<file path="src/rtl/riscv_pkg.sv">
// Shared RV32I definitions used by the control decoder and the program-loader engine.
// Opcodes, command classes and the loader FSM state encoding live here.
package riscv_pkg;

    localparam logic [6:0] OPC_LOAD   = 7'b0000011;
    localparam logic [6:0] OPC_OPIMM  = 7'b0010011;
    localparam logic [6:0] OPC_OP     = 7'b0110011;
    localparam logic [6:0] OPC_STORE  = 7'b0100011;
    localparam logic [6:0] OPC_BRANCH = 7'b1100011;

    typedef enum logic [2:0] {
        CLS_LOAD   = 3'd0,
        CLS_OPIMM  = 3'd1,
        CLS_OP     = 3'd2,
        CLS_STORE  = 3'd3,
        CLS_BRANCH = 3'd4
    } cmd_class_t;

    typedef enum logic [1:0] {
        ST_IDLE  = 2'd0,
        ST_WRITE = 2'd1,
        ST_FULL  = 2'd2
    } enc_state_t;

    // SLLI (001) and SRLI/SRAI (101) carry a shift amount instead of a 12-bit immediate
    function automatic logic is_shift_f3(input logic [2:0] f3);
        return (f3[1:0] == 2'b01);
    endfunction

endpackage

</file>
<file path="src/rtl/rv_word_pack.sv">
// Combinational packer: symbolic command fields -> 32-bit RV32I word plus illegal/range flags.
// Immediate range checking is compiled in only when ENC_IMM_CHECK_EN is defined.
module rv_word_pack
    import riscv_pkg::*;
(
    input  logic [2:0]  cls,
    input  logic [4:0]  rd,
    input  logic [4:0]  rs1,
    input  logic [4:0]  rs2,
    input  logic [2:0]  funct3,
    input  logic        f7b5,
    input  logic [12:0] imm,
    output logic [31:0] word,
    output logic        illegal,
    output logic        range_err
);

    always_comb begin
        word    = 32'h0;
        illegal = 1'b0;
        case (cls)
            CLS_LOAD: begin
                word = {imm[11:0], rs1, funct3, rd, OPC_LOAD};
            end
            CLS_OPIMM: begin
                if (is_shift_f3(funct3)) begin
                    word = {1'b0, f7b5, 5'b00000, imm[4:0], rs1, funct3, rd, OPC_OPIMM};
                end else begin
                    word = {imm[11:0], rs1, funct3, rd, OPC_OPIMM};
                end
            end
            CLS_OP: begin
                word = {1'b0, f7b5, 5'b00000, rs2, rs1, funct3, rd, OPC_OP};
            end
            CLS_STORE: begin
                word = {imm[11:5], rs2, rs1, funct3, imm[4:0], OPC_STORE};
            end
            CLS_BRANCH: begin
                word = {imm[12], imm[10:5], rs2, rs1, funct3, imm[4:1], imm[11], OPC_BRANCH};
            end
            default: begin
                illegal = 1'b1;
            end
        endcase
    end

`ifdef ENC_IMM_CHECK_EN
    // 12-bit immediates must sign-extend cleanly from the 13-bit field
    always_comb begin
        range_err = 1'b0;
        case (cls)
            CLS_LOAD, CLS_STORE: begin
                range_err = (imm[12] != imm[11]);
            end
            CLS_OPIMM: begin
                range_err = (imm[12] != imm[11]) ||
                            (is_shift_f3(funct3) && (imm[11:5] != 7'b0000000));
            end
            CLS_BRANCH: begin
                range_err = imm[0];
            end
            default: begin
                range_err = 1'b0;
            end
        endcase
    end
`else
    assign range_err = 1'b0;
`endif

endmodule

</file>
<file path="src/rtl/instr_encoder.sv">
// Program-loader engine: accepts symbolic commands, packs RV32I words and writes them sequentially.
// Optional ENC_IMM_CHECK_EN rejects commands whose immediates do not fit their encoding.
module instr_encoder
    import riscv_pkg::*;
#(
    parameter int ADDR_W = 6
) (
    input  logic              clk,
    input  logic              rst_n,
    input  logic              start,
    input  logic              cmd_valid,
    output logic              cmd_ready,
    input  logic [2:0]        cmd_class,
    input  logic [4:0]        cmd_rd,
    input  logic [4:0]        cmd_rs1,
    input  logic [4:0]        cmd_rs2,
    input  logic [2:0]        cmd_funct3,
    input  logic              cmd_f7b5,
    input  logic [12:0]       cmd_imm,
    output logic              imem_we,
    input  logic              imem_ack,
    output logic [ADDR_W-1:0] imem_addr,
    output logic [31:0]       imem_wdata,
    output logic [ADDR_W:0]   count,
    output logic              full,
    output logic              err
);

    localparam logic [ADDR_W:0] CAPACITY = {1'b1, {ADDR_W{1'b0}}};
    localparam logic [ADDR_W:0] ONE      = {{ADDR_W{1'b0}}, 1'b1};

    enc_state_t       state;
    logic [31:0]      packed_word;
    logic             illegal;
    logic             range_err;
    logic             reject;
    logic [ADDR_W:0]  count_inc;

    rv_word_pack u_pack (
        .cls       (cmd_class),
        .rd        (cmd_rd),
        .rs1       (cmd_rs1),
        .rs2       (cmd_rs2),
        .funct3    (cmd_funct3),
        .f7b5      (cmd_f7b5),
        .imm       (cmd_imm),
        .word      (packed_word),
        .illegal   (illegal),
        .range_err (range_err)
    );

    assign reject    = illegal | range_err;
    assign count_inc = count + ONE;

    // cmd_ready mirrors ST_IDLE but is registered so every engine output comes from a flop
    always_ff @(posedge clk or negedge rst_n) begin
        if (!rst_n) begin
            state      <= ST_IDLE;
            count      <= '0;
            full       <= 1'b0;
            err        <= 1'b0;
            imem_we    <= 1'b0;
            imem_addr  <= '0;
            imem_wdata <= 32'h0;
            cmd_ready  <= 1'b1;
        end else begin
            err <= 1'b0;
            case (state)
                ST_IDLE: begin
                    if (start) begin
                        count <= '0;
                    end
                    if (cmd_valid) begin
                        if (reject) begin
                            err <= 1'b1;
                        end else begin
                            state      <= ST_WRITE;
                            cmd_ready  <= 1'b0;
                            imem_we    <= 1'b1;
                            imem_wdata <= packed_word;
                            imem_addr  <= start ? '0 : count[ADDR_W-1:0];
                        end
                    end
                end
                ST_WRITE: begin
                    if (imem_ack) begin
                        imem_we <= 1'b0;
                        count   <= count_inc;
                        if (count_inc == CAPACITY) begin
                            state <= ST_FULL;
                            full  <= 1'b1;
                        end else begin
                            state     <= ST_IDLE;
                            cmd_ready <= 1'b1;
                        end
                    end
                end
                ST_FULL: begin
                    if (start) begin
                        state     <= ST_IDLE;
                        count     <= '0;
                        full      <= 1'b0;
                        cmd_ready <= 1'b1;
                    end
                end
                default: begin
                    state     <= ST_IDLE;
                    cmd_ready <= 1'b1;
                    imem_we   <= 1'b0;
                end
            endcase
        end
    end

endmodule

</file>
<file path="config.mk">
export PLATFORM = sky130hd
export DESIGN_NAME = instr_encoder
export DESIGN_NICKNAME = d
export VERILOG_FILES = /design/src/rtl/riscv_pkg.sv /design/src/rtl/rv_word_pack.sv /design/src/rtl/instr_encoder.sv
export SDC_FILE = /design/constraint.sdc
export NUM_CORES = 1
export LEC_CHECK = 0
export BUFFER_PORTS_ARGS = -buffer_cell sky130_fd_sc_hd__buf_2
export CORE_MARGIN = 2
export CORE_UTILIZATION = 40
export DETAILED_ROUTE_END_ITERATION = 12
export GPL_TIMING_DRIVEN = 0
export PLACE_DENSITY = 0.79
export SETUP_SLACK_MARGIN = 0.5
export SLEW_MARGIN = 20
export SYNTH_ARGS = -nofsm -noshare
export SYNTH_HDL_FRONTEND = slang
export SYNTH_SLANG_ARGS = --single-unit
export TNS_END_PERCENT = 20
</file>
<file path="constraint.sdc">
create_clock -name clk -period 2.2 [get_ports clk]
set_input_delay 0.33 -clock clk [delete_from_list [all_inputs] [get_ports clk]]
set_output_delay 0.33 -clock clk [all_outputs]
set_load 0.01 [all_outputs]
</file>
Word-level counts from Yosys, hierarchy flattened
Cells that the tools add are included.
- bitwise logic cells: 1
- muxes and demuxes: 29
- reduce and logical (&&, ||, !) cells: 12
- equality and inequality tests: 15
- $add $sub $neg: 1
- operator list (kind ; number):
    case mux 32 bit (5 select lines) ; 1
    two-way mux 32 bit ; 1
    two-way mux 1 bit ; 14
    two-way mux 7 bit ; 2
    case mux 7 bit (2 select lines) ; 1
    != test 2 bit (second input constant) ; 6
    AND reduction 4 bit ; 3
    two-way mux 2 bit ; 5
    adder 7 x 1 -> 7 bit (second input constant) ; 1
    equality test 7 bit (second input constant) ; 1
    equality test 3 x 2 -> 1 bit (second input constant) ; 2
    two-way mux 6 bit ; 1
    case mux 1 bit (3 select lines) ; 2
    case mux 2 bit (3 select lines) ; 1
    AND reduction 3 bit ; 2
    AND reduction 5 bit ; 1
    OR reduction 5 bit ; 1
    equality test 2 x 1 -> 1 bit (second input constant) ; 2
    nonzero test 2 bit ; 2
    equality test 3 x 1 -> 1 bit (second input constant) ; 1
    equality test 3 bit (second input constant) ; 1
    logical NOT 3 bit ; 1
    equality test 2 bit (second input constant) ; 1
    logical NOT 2 bit ; 1
    other kinds (4) ; 4
- register bits: 51
- word-level logic and storage cells: 66
- input bits: 40
- output and inout bits: 49

Longest topological paths before layout
Gate-level depths: netlist of run 1.
- depth after elaboration: 5
- depth in mapped cells: 6
- depth with buffers taken out: 6

Modules after synthesis
Synthesis of run 1 repeated with hierarchy kept, for this count alone.
- cells, all modules: 249
- area, all modules: 2595.0 µm²
- modules (own cells, without submodules) (module ; cells each ; area an instance (µm²) ; times used ; sequential area each (µm²)):
    instr_encoder ; 158 ; 2044.5 ; 1 ; 1277.5
    rv_word_pack ; 91 ; 550.5 ; 1 ; 0.0

Worst setup path after synthesis of run 1
OpenSTA, ideal clock, no wires.
- path type: register to register
- start point: register count[0]
- end point: register cmd_ready
- path buffers: 0
- period minus slack after synthesis: 1.793 ns
- arrival: 1.716 ns
- setup time: 0.077 ns
- stages on the path, launching flop included: 7
- data required time: 2.123 ns
- path slack: 0.407 ns
- cells stage by stage: dfrtp_1 -> ha_1 -> nand2_1 -> or4_4 -> o41ai_2 -> a221oi_1 -> o21a_1
- word-level cells in the longest chain between the ends: 4
- RTL lines (item ; line ; source):
    start, declared ; instr_encoder.sv:24 ; output logic [ADDR_W:0] count,
    start signal, assigned ; instr_encoder.sv:88 ; count <= count_inc;
    adder 7 x 1 -> 7 bit ; instr_encoder.sv:53 ; assign count_inc = count + ONE;
    equality test 7 bit ; instr_encoder.sv:89 ; if (count_inc == CAPACITY) begin
    != test 2 bit (no line) ; - ;
    AND reduction 5 bit (no line) ; - ;
    end signal, assigned ; instr_encoder.sv:65 ; cmd_ready <= 1'b1;
    end signal, assigned ; instr_encoder.sv:94 ; cmd_ready <= 1'b1;
    end signal, assigned ; instr_encoder.sv:103 ; cmd_ready <= 1'b1;
    end, declared ; instr_encoder.sv:12 ; output logic cmd_ready,
No other way between the ends.
A chain may end at the register's enable or synchronous reset.

Worst setup path after layout of run 1
Same ends and word-level chain as after synthesis.

==> summary by stage, run 1 <==
STA
Setup repair after global routing could not meet its margin everywhere. The worst pin sits at a relative slew slack of 59.50%. The final cycle utilization of the critical path is 77.88%. For the pin with the worst max-slew slack, the measured transition is slightly above 0.6 ns. The aggregate negative setup slack is 0 ns.

Setup violations remaining at the end of the flow were counted as 0. The final setup skew is around 0.0034 ns. The smallest clock period supported by the final layout is computed as around 1.7 ns. Based on the critical path, the design can be clocked at up to 583.6 MHz. The count of endpoints failing hold in the final timing report was 0. The final-report max-slew violation count is 0.

Global route
The overall fraction of global-route tracks in use is between 15 and 20%. The maximum number of pins on one net before global-route repair is between 40 and 50. The wire length of the first global-routing pass is approximately 9600 um. Global routing finished with a remaining overflow of 0. The initial antenna violation count came to 0. The number of global-route vias before repair came to 2,079.

Layout
The most common cell after layout, fill and taps aside is sky130_fd_sc_hd__buf_2. From synthesis to final layout, the design area changed by 31.66%. The count of placed standard cells in the final layout, fillers left out is 389. Summing all multi-input logic gate instances after layout gives 1010 um2. The area taken by flip-flops and latches is 1206 um2. Counting the fill cells in the layout gives between 500 and 600.

The number of diodes added for antenna fixing is 0. In the layout the commonest cells are sky130_fd_sc_hd__buf_2, sky130_fd_sc_hd__dfrtp_1, sky130_fd_sc_hd__o21ai_0, sky130_fd_sc_hd__nand2_1, sky130_fd_sc_hd__buf_4. The final core utilization is between 50% and 60%. At the end of the flow, the number of nets in the layout was about 360. The share of layout cells above drive strength 1 is approximately two fifths.

Worst setup path
The count of buffer and inverter cells on the critical path is 1. The critical path in this run is classified as reg -> reg. On the worst path, the slowest cell contributes a delay of about 0.52 ns. The kind of cell adding the most delay to the critical path is simple AND/OR/NAND/NOR gates. Traced cell by cell, the critical path runs through buf_4 -> nand2_1 -> or4_4 -> o41ai_2 -> a221oi_1 -> o21a_1. The arrival time of data at the critical path endpoint is 1.94 ns. The category of the worst setup path launch point is a register. The slowest stage of the critical path is the sky130_fd_sc_hd__or4_4 cell. The maximum fanout encountered on the critical timing path is 6. At the worst endpoint, the required time is around 2.4 ns. The endpoint kind of the worst setup timing path is a register.

Drt
The count of nets left with antenna violations once routing finished came out at 0. The routed via count is roughly 2,100. The first-pass detailed-route iteration total is 4.

Using the TritonRoute via totals, the vias-per-cell ratio works out to roughly 5.3. The DRC violation count after routing is 0. The final layout contains routed wiring with a total length of around 5800 um.

The first routing iteration left about 160 violations. The average detailed-routed wire length per instance is ~15 um.

CTS
The maximum root-to-sink buffer count is 2. Counting the buffers created by CTS gives 5. The clock transition at the register clock pins on the worst setup and hold paths after CTS is 0.08 ns.

For the worst-skew pair, the clock arrives at the later sink with an insertion delay of between 0.2 and 0.3 ns. The clock tree synthesis step divided the H-tree into 2 levels. The tree is rooted in a sky130_fd_sc_hd__clkbuf_8. The clock drives 48 sinks. TritonCTS built the clock tree.

Synthesis
The number of warnings reported in the yosys synthesis log is 0. For this run, the leading register cell type out of synthesis is sky130_fd_sc_hd__dfrtp_1. The async set or reset register ratio after synthesis is 100.0%. The count of flip-flops with a built-in enable after synthesis is 0. The flip-flop and latch count after synthesis is 48. Averaged over all synthesized cells, the footprint is about 10 um2. The unique cell type count in the Yosys netlist is 48.

Counting every instance in the synthesized netlist gives 216. The sequential element share of the synthesized area is around 53%. The area of the mapped netlist is around 2300 um2. Of all cell types, the one taking the most synthesized area is sky130_fd_sc_hd__dfrtp_1. Yosys attributes the largest share of cell area to sky130_fd_sc_hd__dfrtp_1, sky130_fd_sc_hd__o21ai_0, sky130_fd_sc_hd__mux2_2. The share of synthesized area in the top cell type comes to 51.93%.

Floorplanning
The die outline area is 6280 um2. The core region is about 5500 um2. The starting density of the core is between 40% and 50%. In this run the horizontal extent of the chip is between 70 and 80 um.

The chip height is a little under 80 um. After floorplanning, the core was divided into 27 placement rows. The number of ports placed on the die boundary is between 80 and 90.

Run status
The flow ran to the end, and the final reports show no timing, DRC or antenna violations.

Power and ir drop
The reported leakage power is around 1.5 nW. The design draws between 2 and 2.5 mW. IR analysis of the VDD net gives a maximum drop of roughly 0.46 mV. In this run the power density over the cells is around 760 nW/um2.

Place
The number of placed instances with taps included is roughly 370. Once detailed placement completed, the half-perimeter wirelength came to around 4300 um. The routability-driven placement congestion ratio is around 0.80. The number of port buffers is 85.

Flow run
Max-cap violations in this run came to 0.

Worst hold path
The worst hold path belongs to the class in -> async.
-- worst paths after layout --
| kind | startpoint | end | slack (ns) | cells after the start |
|---|---|---|---|---|
| setup / recovery | count[0] | cmd_ready | 0.49 | 6 |
| hold / removal | rst_n | imem_wdata[16] | 0.05 | 1 |
| setup reg to reg | count[0] | cmd_ready | 0.49 | 6 |
| hold reg to reg | imem_addr[3] | imem_addr[3] | 0.48 | 2 |
| max in group asynchronous | rst_n | state[0] | 1.71 | 1 |
| min in group clk | cmd_rs2[1] | imem_wdata[21] | 0.25 | 3 |
-- cell type report --
class / instances / area share (%)
Clock buffer: 8 / 3.021
Sequential cell: 48 / 40.45
Tap cell: 72 / 3.021
Inverter: 8 / 1.133
Multi-Input combinational cell: 149 / 33.86
Buffer: 12 / 2.392
Timing Repair Buffer: 92 / 16.11
-- registers in the layout, summed over array words and instances (netlist names) --
name        count
imem_addr       6
err             1
count           7
imem_wdata     29
imem_we         1
full            1
cmd_ready       1
state           2
-- kinds of logic (layout without fill, tap and decap cells) --
group / Yosys count / count (layout) / share of synthesized area [%]
AOI/OAI and AO/OA: 70 / 70 / 21.00
muxes: 9 / 9 / 4.420
buffers and inverters: 20 / 120 / 4.475
other: 1 / 2 / 0.1656
and+or+nand+nor: 65 / 65 / 15.36
adders and majority gates: 2 / 2 / 1.105
DFF: 48 / 48 / 53.09
xor gates and xnor gates: 1 / 1 / 0.3868
-- synthesized netlist by cell type, drive strengths merged (3+ instances only) --
library cell  count
dfrtp            47
o21ai            25
nand2            22
nor2             11
a21oi            10
inv               8
mux2              8
a22o              7
nand2b            7
buf               6
clkbuf            6
a222oi            5
and3              5
a22oi             4
a31oi             4
nand3             4
nor3              3
-- stage by stage --
step                hold WS, ns  cell area, um2  worst slack [ns]
CTS                      0.2415            2928            0.4648
global placement         0.4565            2789            0.3444
global route            0.08996            2982            0.3994
floorplan               0.03441            2273            0.5102
finish                  0.04622            2982            0.4866
detailed placement       0.4705            2789            0.3177
-- metal layers --
metal	routed length, um	vias to the layer above	global-route usage (%)	share of wire (%)
met4	98	0	5.517	1.7
met3	324	9	4.091	5.6
met2	2845	66	32.97	49
met1	2567	993	24.71	44
met5	0	-	0	0
li1	-	985	-	-
-- power by group --
group	internal, mW	leakage, nW	switching (mW)
Clock	0.257	0.0455	0.271
Sequential	1.03	0.605	0.0941
Combinational	0.294	0.833	0.326
Total	1.58	1.48	0.692
-- repair_timing --
action | in CTS | in global routing
endpoints found under the hold margin | 0 | 0
gates resized for setup | 5 | 5
hold buffers | 0 | 0
setup buffers | 2 | 5
setup endpoints to repair | 32 | 22
pin swaps | 1 | 0
No activity file was read; power rests on OpenSTA's default activity.
==> run 2: changes to the inputs <==
==> constraint.sdc (replaced) <==
create_clock -name clk -period 1.6 [get_ports clk]
set_input_delay 0.24 -clock clk [delete_from_list [all_inputs] [get_ports clk]]
set_output_delay 0.24 -clock clk [all_outputs]
set_load 0.01 [all_outputs]
==> run 2 against run 1 <==
Effect of this change:
- the run now ends with negative setup slack left
- sequential share of layout area fell by 4.2 points
- clock skew is 0.0031 ns higher
- worst hold slack improved by 0.097 ns
- largest cell class unchanged
==> summary by stage, run 2 (same netlist as run 1, synthesis figures left out) <==
Worst setup path
The worst setup path is captured at a register. The maximum fanout encountered on the critical timing path is 6 (unchanged). The arrival time of data at the critical path endpoint is 1.90 ns (-0.04 ns).

The cell type of the slowest stage on the worst timing path is sky130_fd_sc_hd__or4_4. The largest stage delay on the critical path is 0.49 ns (-0.03 ns). The category of the most critical setup path is reg -> reg. The count of buffer and inverter cells on the critical path is 0 (-1).

The required time of the critical path was 1.82 ns (-0.61 ns). Walking the worst path, the cells encountered are ha_4 -> nand2_2 -> or4_4 -> o41ai_4 -> a31oi_1 -> nor3_1. The category of the worst setup path launch point is a register. On the critical path the largest part of the delay comes from simple AND/OR/NAND/NOR gates.

Place
The HPWL after detailed placement is 4226 um (-1.4%). The number of placed instances with taps included is 374 (unchanged). The total placed instance area is 2809 um2 (+0.72%). The worst setup slack before clock tree synthesis is -0.2797 ns (-0.5974 ns). The routability-driven placement congestion ratio is 0.8258 (+3.1%). The number of port buffers is 85 (unchanged).

Worst hold path
The kind of path behind the tightest hold check is in -> reg.

Global route
The initial antenna violation count is 0 (unchanged). The total congestion overflow was 0 (unchanged). The overall fraction of global-route tracks in use is 20.52% (+1.2 points). The number of global-route vias before repair is 2,126 (+2.3%).

The wire length of the first global-routing pass came to 10,080 um (+5.2%). The maximum number of pins on one net before global-route repair is 49 (unchanged).

Layout
The most common cell after layout, fill and taps aside is sky130_fd_sc_hd__buf_2. The largest registers in the layout are imem_wdata x29, count x7, imem_addr x6. The flip-flop count of the largest register, all copies and words added is 29 (unchanged). The top cell types in the final layout, fill and taps aside, are sky130_fd_sc_hd__buf_2, sky130_fd_sc_hd__dfrtp_1, sky130_fd_sc_hd__buf_4, sky130_fd_sc_hd__nand2_1, sky130_fd_sc_hd__o21ai_0. The register ranked first by flip-flop count is imem_wdata. From synthesis to final layout, the design area changed by 47.24%. The share of layout cells above drive strength 1 is 49.25% (+9.2 points).

The number of nets in the layout is 374 (+4.5%). The area of all placed cells without fillers is 3334 um2 (+12%). The number of diodes added for antenna fixing came to 0 (unchanged). The count of placed standard cells in the final layout, fillers left out is 405 (+4.1%).

Floorplanning
The starting density of the core is 41.38% (unchanged). The number of ports placed on the die boundary is 89 (unchanged). The core footprint came to 5473 um2 (unchanged). The row count is 27 (unchanged). The die outline width is 79.25 um (unchanged). The chip height is 79.25 um (unchanged). The die outline area came to 6280 um2 (unchanged).

STA
The final critical delay including setup and external delays is 1.680 ns (-0.03353 ns). The setup slack of the critical path after layout came to -0.07983 ns (-0.5665 ns). The final-report max-slew violation count is 0 (unchanged). The aggregate negative setup slack is -0.2039 ns (-0.2039 ns). The count of endpoints failing hold in the final timing report is 0 (unchanged). The final cycle utilization of the critical path is 105.0% (+27 points). Setup repair after global routing could not meet its margin everywhere.

The achievable frequency is 595.3 MHz (+2.0%). The setup-violating endpoint count in the final report is 13 (+13). The relative slew slack is 58.98% (-0.52 points). The transition time of the tightest slew-check pin came to 0.6153 ns (+0.007866 ns). The final setup skew is 0.006542 ns (+0.003104 ns).

Drt
The wire length after detailed routing is 6562 um (+12%). The average detailed-routed wire length per instance is 16.20 um (+8.0%). The via-per-instance ratio is 5.356 (+1.5%).

The number of routed nets with antenna violations is 0 (unchanged). The DRC violation count after routing is 0 (unchanged). The routed via count is 2,169 (+5.7%). The count of routing violations after the opening detailed-route iteration is 153 (-6.7%). The first-pass detailed-route iteration total is 7 (+3).

Power and ir drop
The final total power was 3.468 mW (+53%). The maximum ir drop on the vdd rail came to 0.4500 mV (-1.6%). The reported leakage power is 1.657 nW (+12%). The total power divided by cell area was 1040 nW/um2 (+36%).

Run status
The checks that failed: negative setup slack. The flow ran to the end, but the final reports show violations.

CTS
The clock sink count is 48 (unchanged). TritonCTS built the clock tree. The clock root buffer master is sky130_fd_sc_hd__clkbuf_8. The number of buffers created by CTS is 5 (unchanged). The H-tree depth is 2 (unchanged). The source-to-sink clock delay at the later pin of the worst-skew pair came to 0.30 ns (about the same). The clock transition at the register clock pins on the worst setup and hold paths after CTS is 0.09 ns (about the same). The maximum root-to-sink buffer count is 2 (unchanged).

Flow run
The count of max-cap constraint violations is 0 (unchanged).
## run 2: worst reg2reg max path, cell delays in order (launching register included)
cell                      delay (ns)
sky130_fd_sc_hd__dfrtp_2        0.42
sky130_fd_sc_hd__ha_4           0.19
sky130_fd_sc_hd__nand2_2        0.05
sky130_fd_sc_hd__or4_4          0.49
sky130_fd_sc_hd__o41ai_4        0.09
sky130_fd_sc_hd__a31oi_1        0.15
sky130_fd_sc_hd__nor3_1         0.19
## run 2: stage by stage
step | hold slack [ns] | utilization [%]
global placement | 0.4459 | 51.33
floorplan | -0.05559 | -
CTS | 0.1368 | 58.18
detailed placement | 0.4524 | 51.33
global route | 0.1317 | 60.93
finish | 0.1436 | 60.93
## run 2: layer usage
metal,global-route usage (%),part of all wire (%)
met1,26.36,42
met2,34.15,51
met3,3.068,4.5
met5,0,0
met4,9.483,2.7
## run 2: final cells by class
| type | instances | area, um2 |
|---|---|---|
| fillers | 460 | 2138 |
| flip-flops and latches | 48 | 1210 |
| multi-input cells | 149 | 1106 |
| repair buffers | 108 | 669.4 |
| plain buffers | 12 | 110.1 |
| well taps | 72 | 90.09 |
| clock buffers | 5 | 68.82 |
| clock inverters | 3 | 46.29 |
| inverters | 8 | 33.78 |
## run 2: report_power, final
group | total [mW] | leakage [nW] | internal [mW] | switching, mW
sequential | 1.55 | 0.600 | 1.42 | 0.134
clock | 0.907 | 0.0548 | 0.471 | 0.436
combinational | 1.01 | 1.00 | 0.518 | 0.493
total | 3.47 | 1.66 | 2.40 | 1.06
## run 2: what timing repair did
item,in CTS,in global routing
buffers inserted,8,13
endpoints found under the hold margin,0,47
hold buffers,0,1
gates cloned,1,0
pin swaps,17,11
setup endpoints to repair,59,88
gates resized for setup,47,15
## run 2: final timing paths
check	endpoint	cells past startpoint	start	slack, ns
worst max-delay path	state[1]	6	count[1]	-0.08
worst min-delay path	imem_wdata[24]	3	cmd_rs2[4]	0.14
worst max register to register	state[1]	6	count[1]	-0.08
worst min register to register	imem_wdata[11]	2	imem_wdata[11]	0.48
min in group asynchronous	imem_wdata[16]	2	rst_n	0.47
max in group asynchronous	count[2]	2	rst_n	0.64
